==> src/rtl/buyruk_onbellek_pkg.sv <==
// Shared types and entry-format constants for the instruction-cache controller.
// An entry is {valid, tag[7:0], instruction[31:0]} = 41 bits.
package buyruk_onbellek_pkg;

    typedef enum logic [2:0] {
        TEMIZLE = 3'd0,
        BOSTA   = 3'd1,
        ARA     = 3'd2,
        ISTEK   = 3'd3,
        BEKLE   = 3'd4,
        YAZ     = 3'd5
    } durum_e;

    localparam int ENTRY_W   = 41;
    localparam int VALID_BIT = 40;
    localparam int TAG_MSB   = 39;
    localparam int TAG_LSB   = 32;
    localparam int DATA_MSB  = 31;

    localparam logic [4:0] WEN_ALL = 5'b11111;
    localparam logic [4:0] WEN_INV = 5'b10000;

    // True when the entry is valid and holds the requested tag.
    function automatic logic girdi_isabet(input logic [ENTRY_W-1:0] girdi,
                                          input logic [TAG_MSB-TAG_LSB:0] etiket);
        return girdi[VALID_BIT] & (girdi[TAG_MSB:TAG_LSB] == etiket);
    endfunction

    // Builds a valid entry from a tag and an instruction word.
    function automatic logic [ENTRY_W-1:0] girdi_olustur(input logic [TAG_MSB-TAG_LSB:0] etiket,
                                                        input logic [DATA_MSB:0]          buyruk);
        return {1'b1, etiket, buyruk};
    endfunction

endpackage

==> src/rtl/buyruk_onbellek_denetleyici.sv <==
// Direct-mapped instruction-cache controller driving an external buyruk_ffram.
// One request in flight: lookup, refill from the memory bus on a miss, and a
// full invalidation sweep after reset or on a flush request.
module buyruk_onbellek_denetleyici
    import buyruk_onbellek_pkg::*;
#(
    parameter int IDX_W = 9,
    parameter int TAG_W = 8
) (
    input  logic               clk_i,
    input  logic               rst_ni,
    input  logic               ist_gecerli_i,
    input  logic [31:0]        ist_adres_i,
    output logic               ist_hazir_o,
    output logic               yanit_gecerli_o,
    output logic [31:0]        yanit_buyruk_o,
    input  logic               temizle_i,
    output logic               temizle_bitti_o,
    output logic               bel_istek_gecerli_o,
    output logic [31:0]        bel_adres_o,
    input  logic               bel_hazir_i,
    input  logic               bel_yanit_gecerli_i,
    input  logic [31:0]        bel_veri_i,
    output logic [4:0]         ram_wen_o,
    output logic [40:0]        ram_data_o,
    output logic [IDX_W-1:0]   ram_wadr_o,
    output logic [IDX_W-1:0]   ram_radr_o,
    input  logic [40:0]        ram_data_i
);

    localparam logic [IDX_W-1:0] SAYAC_SIFIR = {IDX_W{1'b0}};
    localparam logic [IDX_W-1:0] SAYAC_SON   = {IDX_W{1'b1}};
    localparam logic [IDX_W-1:0] SAYAC_BIR   = {{(IDX_W-1){1'b0}}, 1'b1};

    durum_e             durum_q, durum_d;
    logic [IDX_W-1:0]   sayac_q, sayac_d;
    logic [31:2]        adres_q, adres_d;
    logic               yanit_q, yanit_d;
    logic [31:0]        yanit_veri_q, yanit_veri_d;
    logic               bitti_q, bitti_d;
    // Low for the first cycle after reset so nothing is driven while rst_ni is low.
    logic               aktif_q;

    logic [IDX_W-1:0]   indeks_s;
    logic [TAG_W-1:0]   etiket_s;
    logic               isabet_s;
    logic               unused_s;

    assign indeks_s = adres_q[IDX_W+1:2];
    assign etiket_s = adres_q[IDX_W+TAG_W+1:IDX_W+2];
    assign isabet_s = girdi_isabet(ram_data_i, etiket_s);
    // The byte offset of a fetch address has no meaning for word fetches.
    assign unused_s = ^ist_adres_i[1:0];

    // State, counter and datapath registers with synchronous active-low reset.
    always_ff @(posedge clk_i) begin
        if (!rst_ni) begin
            durum_q      <= TEMIZLE;
            sayac_q      <= SAYAC_SIFIR;
            adres_q      <= 30'd0;
            yanit_q      <= 1'b0;
            yanit_veri_q <= 32'd0;
            bitti_q      <= 1'b0;
            aktif_q      <= 1'b0;
        end else begin
            durum_q      <= durum_d;
            sayac_q      <= sayac_d;
            adres_q      <= adres_d;
            yanit_q      <= yanit_d;
            yanit_veri_q <= yanit_veri_d;
            bitti_q      <= bitti_d;
            aktif_q      <= 1'b1;
        end
    end

    // Next-state logic: sweep, accept, lookup, refill request, refill wait, write.
    always_comb begin
        durum_d      = durum_q;
        sayac_d      = sayac_q;
        adres_d      = adres_q;
        yanit_d      = 1'b0;
        yanit_veri_d = yanit_veri_q;
        bitti_d      = 1'b0;
        if (aktif_q) begin
            case (durum_q)
                TEMIZLE: begin
                    if (sayac_q == SAYAC_SON) begin
                        sayac_d = SAYAC_SIFIR;
                        bitti_d = 1'b1;
                        durum_d = BOSTA;
                    end else begin
                        sayac_d = sayac_q + SAYAC_BIR;
                    end
                end
                BOSTA: begin
                    // A flush takes priority; the simultaneous fetch is not accepted.
                    if (temizle_i) begin
                        sayac_d = SAYAC_SIFIR;
                        durum_d = TEMIZLE;
                    end else if (ist_gecerli_i) begin
                        adres_d = ist_adres_i[31:2];
                        durum_d = ARA;
                    end else begin
                        durum_d = BOSTA;
                    end
                end
                ARA: begin
                    if (isabet_s) begin
                        yanit_d      = 1'b1;
                        yanit_veri_d = ram_data_i[DATA_MSB:0];
                        durum_d      = BOSTA;
                    end else begin
                        durum_d = ISTEK;
                    end
                end
                ISTEK: begin
                    if (bel_hazir_i) begin
                        durum_d = BEKLE;
                    end else begin
                        durum_d = ISTEK;
                    end
                end
                BEKLE: begin
                    // The refill word is answered in YAZ straight from this register.
                    if (bel_yanit_gecerli_i) begin
                        yanit_d      = 1'b1;
                        yanit_veri_d = bel_veri_i;
                        durum_d      = YAZ;
                    end else begin
                        durum_d = BEKLE;
                    end
                end
                YAZ: begin
                    durum_d = BOSTA;
                end
                default: begin
                    sayac_d = SAYAC_SIFIR;
                    durum_d = TEMIZLE;
                end
            endcase
        end else begin
            durum_d = durum_q;
        end
    end

    // Output decode from registered state; everything is quiet until aktif_q.
    always_comb begin
        ist_hazir_o         = 1'b0;
        bel_istek_gecerli_o = 1'b0;
        bel_adres_o         = 32'd0;
        ram_wen_o           = 5'b00000;
        ram_data_o          = 41'd0;
        ram_wadr_o          = SAYAC_SIFIR;
        if (aktif_q) begin
            case (durum_q)
                TEMIZLE: begin
                    ram_wen_o  = WEN_INV;
                    ram_wadr_o = sayac_q;
                end
                BOSTA: begin
                    ist_hazir_o = ~temizle_i;
                end
                ISTEK: begin
                    bel_istek_gecerli_o = 1'b1;
                    bel_adres_o         = {adres_q, 2'b00};
                end
                YAZ: begin
                    ram_wen_o  = WEN_ALL;
                    ram_data_o = girdi_olustur(etiket_s, yanit_veri_q);
                    ram_wadr_o = indeks_s;
                end
                default: begin
                    ram_wen_o = 5'b00000;
                end
            endcase
        end else begin
            ram_wen_o = 5'b00000;
        end
    end

    assign yanit_gecerli_o = yanit_q;
    assign yanit_buyruk_o  = yanit_veri_q;
    assign temizle_bitti_o = bitti_q;
    assign ram_radr_o      = indeks_s;

endmodule

==> config.mk <==
export PLATFORM = sky130hd
export DESIGN_NAME = buyruk_onbellek_denetleyici
export DESIGN_NICKNAME = d
export VERILOG_FILES = /design/src/rtl/buyruk_onbellek_pkg.sv /design/src/rtl/buyruk_onbellek_denetleyici.sv
export SDC_FILE = /design/constraint.sdc
export NUM_CORES = 1
export LEC_CHECK = 0
export BUFFER_PORTS_ARGS = -buffer_cell sky130_fd_sc_hd__buf_2
export CORE_MARGIN = 8
export CORE_UTILIZATION = 44
export CTS_CLUSTER_DIAMETER = 120
export DETAILED_ROUTE_END_ITERATION = 6
export PLACE_DENSITY = 0.93
export RECOVER_POWER = 50
export SETUP_SLACK_MARGIN = 0.3
export SLEW_MARGIN = 20
export SYNTH_ARGS = -nofsm -noshare
export SYNTH_HDL_FRONTEND = slang
export SYNTH_SLANG_ARGS = --single-unit
==> constraint.sdc <==
create_clock -name clk_i -period 2.5 [get_ports clk_i]
set_input_delay 0.75 -clock clk_i [delete_from_list [all_inputs] [get_ports clk_i]]
set_output_delay 0.75 -clock clk_i [all_outputs]
set_load 0.02 [all_outputs]
==> run summary, run 1 <==
worst setup margin = 182 ps
PnR Total Power = 0.00232 W
worst path required time = 1750 ps
fin crit share = 92.7%
initial DRC count = 238
Die Ht = 113 microns
nets@finish = 844
vias in the first global route = 4525
CTS tree = built
Leak = 2.81 nW
TritonCTS buffer count = 9
PwrDens = 370 nW/um^2
Non-Filler Instances = 846
Slew @ Worst Pin = 782 ps
Die ar. = 12700 sq um
CP Class = flip-flop to output pin
Via Count = 4539
share of cells above drive strength 1 = 41.1%
global-route usage over all layers = 22.0%
HP Class = flip-flop to flip-flop
H-Tree Depth = 3
Slew headroom = 47.9%
critical path endpoint category = output pin
CP cell instances = nand2b_4, nor2_4, buf_4, clkbuf_16, a22o_1, buf_6
commonest non-fill, non-tap cell in the layout = buf_2
total congestion overflow = 0
MaxCap Viol Count = 0
first-pass GRT wire length = 22800 microns
largest net degree at the start of global routing = 34
most frequent cells in the layout = 126 x buf_2, 74 x dfxtp_1, 71 x nand2_1, 53 x buf_6, 46 x clkbuf_1
crit path DAT = 1570 ps
Avg Inst Size Synth = 8.36 sq um
fmax = 431 MHz
post-synthesis register bit count = 77
DR pass1 iterations = 5
FP Rows = 35
clock root cell = clkbuf_8
hold buffers post-CTS = 0
Setup-failing EPs final = 0
wire per inst = 18.7 microns
Routed WL = 15800 microns
area delta synth->final = 52.1%
Post-synth EDFFs = 0
status = finished, final reports clean
Synth cell types = 36
Clock Skew = 7.30 ps
I/O pin cnt = 243
crit-path max FO = 7
Port Buf Inserts = 238
Worst-path clk slew = 80 ps
Startpoint Class = flip-flop
ys async rst share = 0%
Max rail drop VDD = 0.000283 V
cells after synthesis = 493
post-synthesis sequential area ratio = 37.4%
DRC = 0
YS warnings = 0
endpoints failing hold = 0
initial antenna violation count = 1
vias per std cell = 5.37
Post-DRT Antenna Nets = 0
RSZ-0062 raised after global routing = yes
Sink Count = 77
pins over their slew limit = 0
max incr delay on CP = 360 ps
GP Congestion = 0.852
hpwl dp = 10200 microns
Post-Place Setup Slack = 100 ps
Inserted Diodes = 0
Core Footprint = 9150 sq um
Clock Latency Late Sink = 350 ps
Primary FF master, synth = dfxtp_1
Post-Syn Area = 4120 sq um
dpl cells = 805
Max clock buf depth = 2
Setup TNS Final = 0 ps
Initial Util = 45.0%
min Tclk post-route = 2320 ps
Slowest-stage cell, CP = dfxtp_1
Die Width = 113 microns
[synth_stat cells, types with 7 or more instances]
library cell | instances | share of area [%]
a21boi_0 | 31 | 5.6
xnor2_1 | 7 | 1.5
a21oi_1 | 34 | 4.1
buf_4 | 19 | 3.5
mux2i_1 | 32 | 7.8
nor2_1 | 16 | 1.5
and2_1 | 74 | 11
clkbuf_1 | 24 | 2.2
o31ai_1 | 33 | 6.0
xor2_1 | 8 | 1.7
dfxtp_1 | 77 | 37
nand2_1 | 73 | 6.6
a22o_1 | 9 | 1.9
buf_2 | 11 | 1.3
[area by class of cell]
class                   count  area [sq um]
repair buffers            278          1930
clock inverters             5          33.8
fillers                   732          2880
well taps                 111           139
flip-flops and latches     77          1550
multi-input cells         361          2450
inverters                   3          11.3
clock buffers              11           151
[worst paths after layout]
check | to | slack, ps | start | cells after the start
worst max register to register | sayac_q[5] | 350 | durum_q[1] | 9
worst min-delay path | adres_q[31] | 460 | adres_q[31] | 2
worst max-delay path | ram_wadr_o[2] | 180 | durum_q[1] | 6
worst min register to register | adres_q[31] | 460 | adres_q[31] | 2
[registers in the layout, indices dropped and copies added, names as in the netlist]
name,flops
adres_q,30
aktif_q,1
durum_q,3
sayac_q,9
temizle_bitti_o,1
yanit_buyruk_o,32
yanit_gecerli_o,1
[per-layer routing]
metal	vias to the layer above	part of all wire (%)	global-route usage, %
met5	-	0.051	0
li1	2152	-	-
met4	2	3.0	8.81
met1	2119	38	23.7
met2	230	50	38.8
met3	36	9.5	7.35
[worst max-delay path: cells and delay by family, from the launching register on]
| family | cells | cell delay, ps |
|---|---|---|
| flip-flops | 1 | 360 |
| AO/OA/AOI/OAI | 1 | 220 |
| AND/OR/NAND/NOR | 2 | 210 |
| buffers and inverters | 3 | 430 |
[power by group]
part           switching (W)  internal [W]  leakage [nW]  total (W)
sequential        0.00000578       0.00123         0.623    0.00123
combinational      0.0000865      0.000105          2.10   0.000192
clock               0.000478      0.000415        0.0917   0.000893
total               0.000570       0.00175          2.81    0.00232
[per-stage QoR]
step	util (%)	hold slack [ps]	area [sq um]
6_report	68.5	462	6270
5_1_grt	68.5	486	6270
4_1_cts	64.9	462	5940
3_5_place_dp	58.4	451	5340
3_3_place_gp	58.4	446	5340
2_1_floorplan	-	439	4130
[kinds of logic (layout without fill, tap and decap cells)]
| kind of cell | Yosys count | in the layout | share of synthesized area (%) |
|---|---|---|---|
| other | 1 | 2 | 0.0910 |
| buffers and inverters | 57 | 297 | 7.26 |
| adders and majority gates | 3 | 3 | 0.911 |
| muxes | 32 | 32 | 7.77 |
| AOI/OAI and AO/OA | 118 | 118 | 19.6 |
| xor gates and xnor gates | 15 | 15 | 3.19 |
| and+or+nand+nor | 190 | 191 | 23.8 |
| DFF | 77 | 77 | 37.4 |
[what timing repair did]
action                     CTS  global route
setup buffers               11             6
gates cloned                 4             4
setup endpoints to repair   87            86
pin swaps                   14            16
resized for setup           92            93
Power figures use the tool's default switching activity.
==> run 2, diff against run 1 <==
Settings changed: ABC_AREA set to 0, CORE_ASPECT_RATIO set to 0.9.
==> run 2 against run 1 <==
Effect of this change:
- via count fell by 1.5%
- critical path depth did not move
- sequential share of layout area rose by 0.25 points
- total power fell by 1.8%
- sequential power barely moved
- first-iteration DRC count fell by 5.0%
- worst hold slack improved by 3.4 ps
- clock skew rose by 8.1 ps
- maximum frequency fell by 0.65%
- highest routed layer is now met4
- non-clock buffer count fell by 2
- final area fell by 0.94%
==> run summary, run 2 (synthesis gave the netlist of run 1 again) <==
most frequent cells in the layout = 125 x buf_2, 73 x dfxtp_1, 71 x nand2_1, 51 x buf_4
hpwl dp = 10200 microns
most used routing layer = met2
Worst-path clk slew = 90 ps
DRC = 0
Die ar. = 12700 sq um
share of cells above drive strength 1 = 39.5%
Slew @ Worst Pin = 1280 ps
FP Rows = 33
Core Footprint = 9130 sq um
worst path required time = 1750 ps
crit-path max FO = 14
Die Ht = 108 microns
Post-DRT Antenna Nets = 0
Clock Skew = 15.4 ps
r2r setup slk = 250 ps
pins over their slew limit = 0
total congestion overflow = 0
Via Count = 4469
CTS tree = built
GP Congestion = 0.834
Hold Path End = adres_q[31]
Fill cells = 729
status = finished, final reports clean
CP Class = flip-flop to output pin
WP buf/inv = 3
Clock Latency Late Sink = 350 ps
global-route usage over all layers = 23.0%
Routed WL = 15100 microns
Hold Path Stages = 2
Port Buf Inserts = 238
largest net degree at the start of global routing = 72
Die Width = 118 microns
CP cell instances = nand2b_4, nor2_4, buf_6, buf_16, and2_1, buf_4
met3 GRT Util = 8.60%
hold buffers post-CTS = 0
Max clock buf depth = 2
first-pass GRT wire length = 23600 microns
critical path endpoint category = output pin
Slew headroom = 15.0%
DR pass1 iterations = 4
multi-input logic area = 2400 sq um
max FFs per register = 32
clock root cell = clkbuf_8
Startpoint Class = flip-flop
met1 Usage GRT = 23.5%
register area = 1550 sq um
FF-to-FF Start = durum_q[0]
endpoints failing hold = 0
fmax = 429 MHz
Setup TNS Final = 0 ps
crit path DAT = 1580 ps
area delta synth->final = 50.7%
TritonCTS buffer count = 9
Slowest-stage cell, CP = dfxtp_4
min Tclk post-route = 2330 ps
nets@finish = 841
HP Class = flip-flop to flip-flop
Sink Count = 77
Setup-failing EPs final = 0
RSZ-0062 raised after global routing = yes
fin crit share = 93.3%
Max rail drop VDD = 0.000235 V
vias in the first global route = 4737
Leak = 2.77 nW
Hold Startpoint = adres_q[31]
worst reg2reg endpoint = yanit_buyruk_o[17]
max incr delay on CP = 380 ps
commonest non-fill, non-tap cell in the layout = buf_2
initial DRC count = 226
CP top delay family = buffers and inverters
worst reg-to-reg path cell count = 7
M2 GR Usage = 42.4%
MaxCap Viol Count = 0
Initial Util = 45.2%
wire per inst = 17.7 microns
hold slack = 465 ps
I/O pin cnt = 243
initial antenna violation count = 1
PwrDens = 366 nW/um^2
vias per std cell = 5.23
Final Util = 68.1%
H-Tree Depth = 3
-- run 2: changes by cell type in the layout (fill, tap and decap cells not counted), sizes merged --
| cell | before | now |
|---|---|---|
| inv | 4 | 6 |
| clkbuf | 61 | 53 |
| buf | 228 | 232 |
| diode | 0 | 1 |
| and2 | 75 | 74 |
-- run 2: report_power, final --
part | internal [W] | switching [W] | leakage [nW] | total, W
clock network | 0.000370 | 0.000483 | 0.0866 | 0.000853
logic | 0.000105 | 0.0000856 | 2.06 | 0.000191
registers | 0.00123 | 0.00000504 | 0.623 | 0.00123
total | 0.00170 | 0.000573 | 2.77 | 0.00228
-- run 2: layout make-up --
cell class | instances | area share, %
diodes | 1 | 0.0403
clock buffers | 9 | 1.99
clock inverters | 7 | 0.886
inverters | 3 | 0.181
multi-input cells | 360 | 38.7
flip-flops and latches | 77 | 25.0
well taps | 122 | 2.46
repair buffers | 276 | 30.7
-- run 2: worst max-delay path by stage --
stage | startpoint | to | slack, ps | cells past startpoint
6_report | durum_q[1] | ram_data_o[33] | 170 | 6
5_1_grt | ram_data_i[37] | yanit_buyruk_o[16] | 40 | 7
4_1_cts | durum_q[1] | ram_data_o[33] | 170 | 6
3_5_place_dp | ram_data_i[37] | yanit_buyruk_o[16] | 110 | 7
3_3_place_gp | ram_data_i[37] | yanit_buyruk_o[26] | 140 | 7
2_1_floorplan | durum_q[2] | bel_adres_o[22] | 320 | 4
-- run 2: worst register-to-register path, delay by kind of cell, from the launching register on --
family | cells | cell delay [ps]
AOI/OAI and AO/OA | 2 | 330
DFF | 1 | 370
buffers and inverters | 3 | 560
and+or+nand+nor | 2 | 930
-- run 2: what timing repair did --
| action | in CTS | in global routing |
|---|---|---|
| pin swaps | 24 | 3 |
| endpoints found under the setup margin | 87 | 86 |
| resized for setup | 161 | 9 |
| gates cloned | 5 | 0 |
| setup buffers | 16 | 1 |
-- run 2: per-stage QoR --
step | power [W] | instance area [sq um] | cells | setup slack (ps)
after floorplan | 0.00133 | 4130 | 494 | 318
after global placement | 0.00144 | 5380 | 816 | 139
after detailed placement | 0.00144 | 5380 | 816 | 110
after CTS | 0.00230 | 6250 | 853 | 167
after global routing | 0.00237 | 6210 | 855 | 43.4
final | 0.00228 | 6210 | 855 | 167
-- run 2: routing by layer --
layer | routed length [microns] | share of wire, %
met1 | 5800 | 38
met2 | 7820 | 52
met3 | 1230 | 8.1
met4 | 256 | 1.7
met5 | 0 | 0
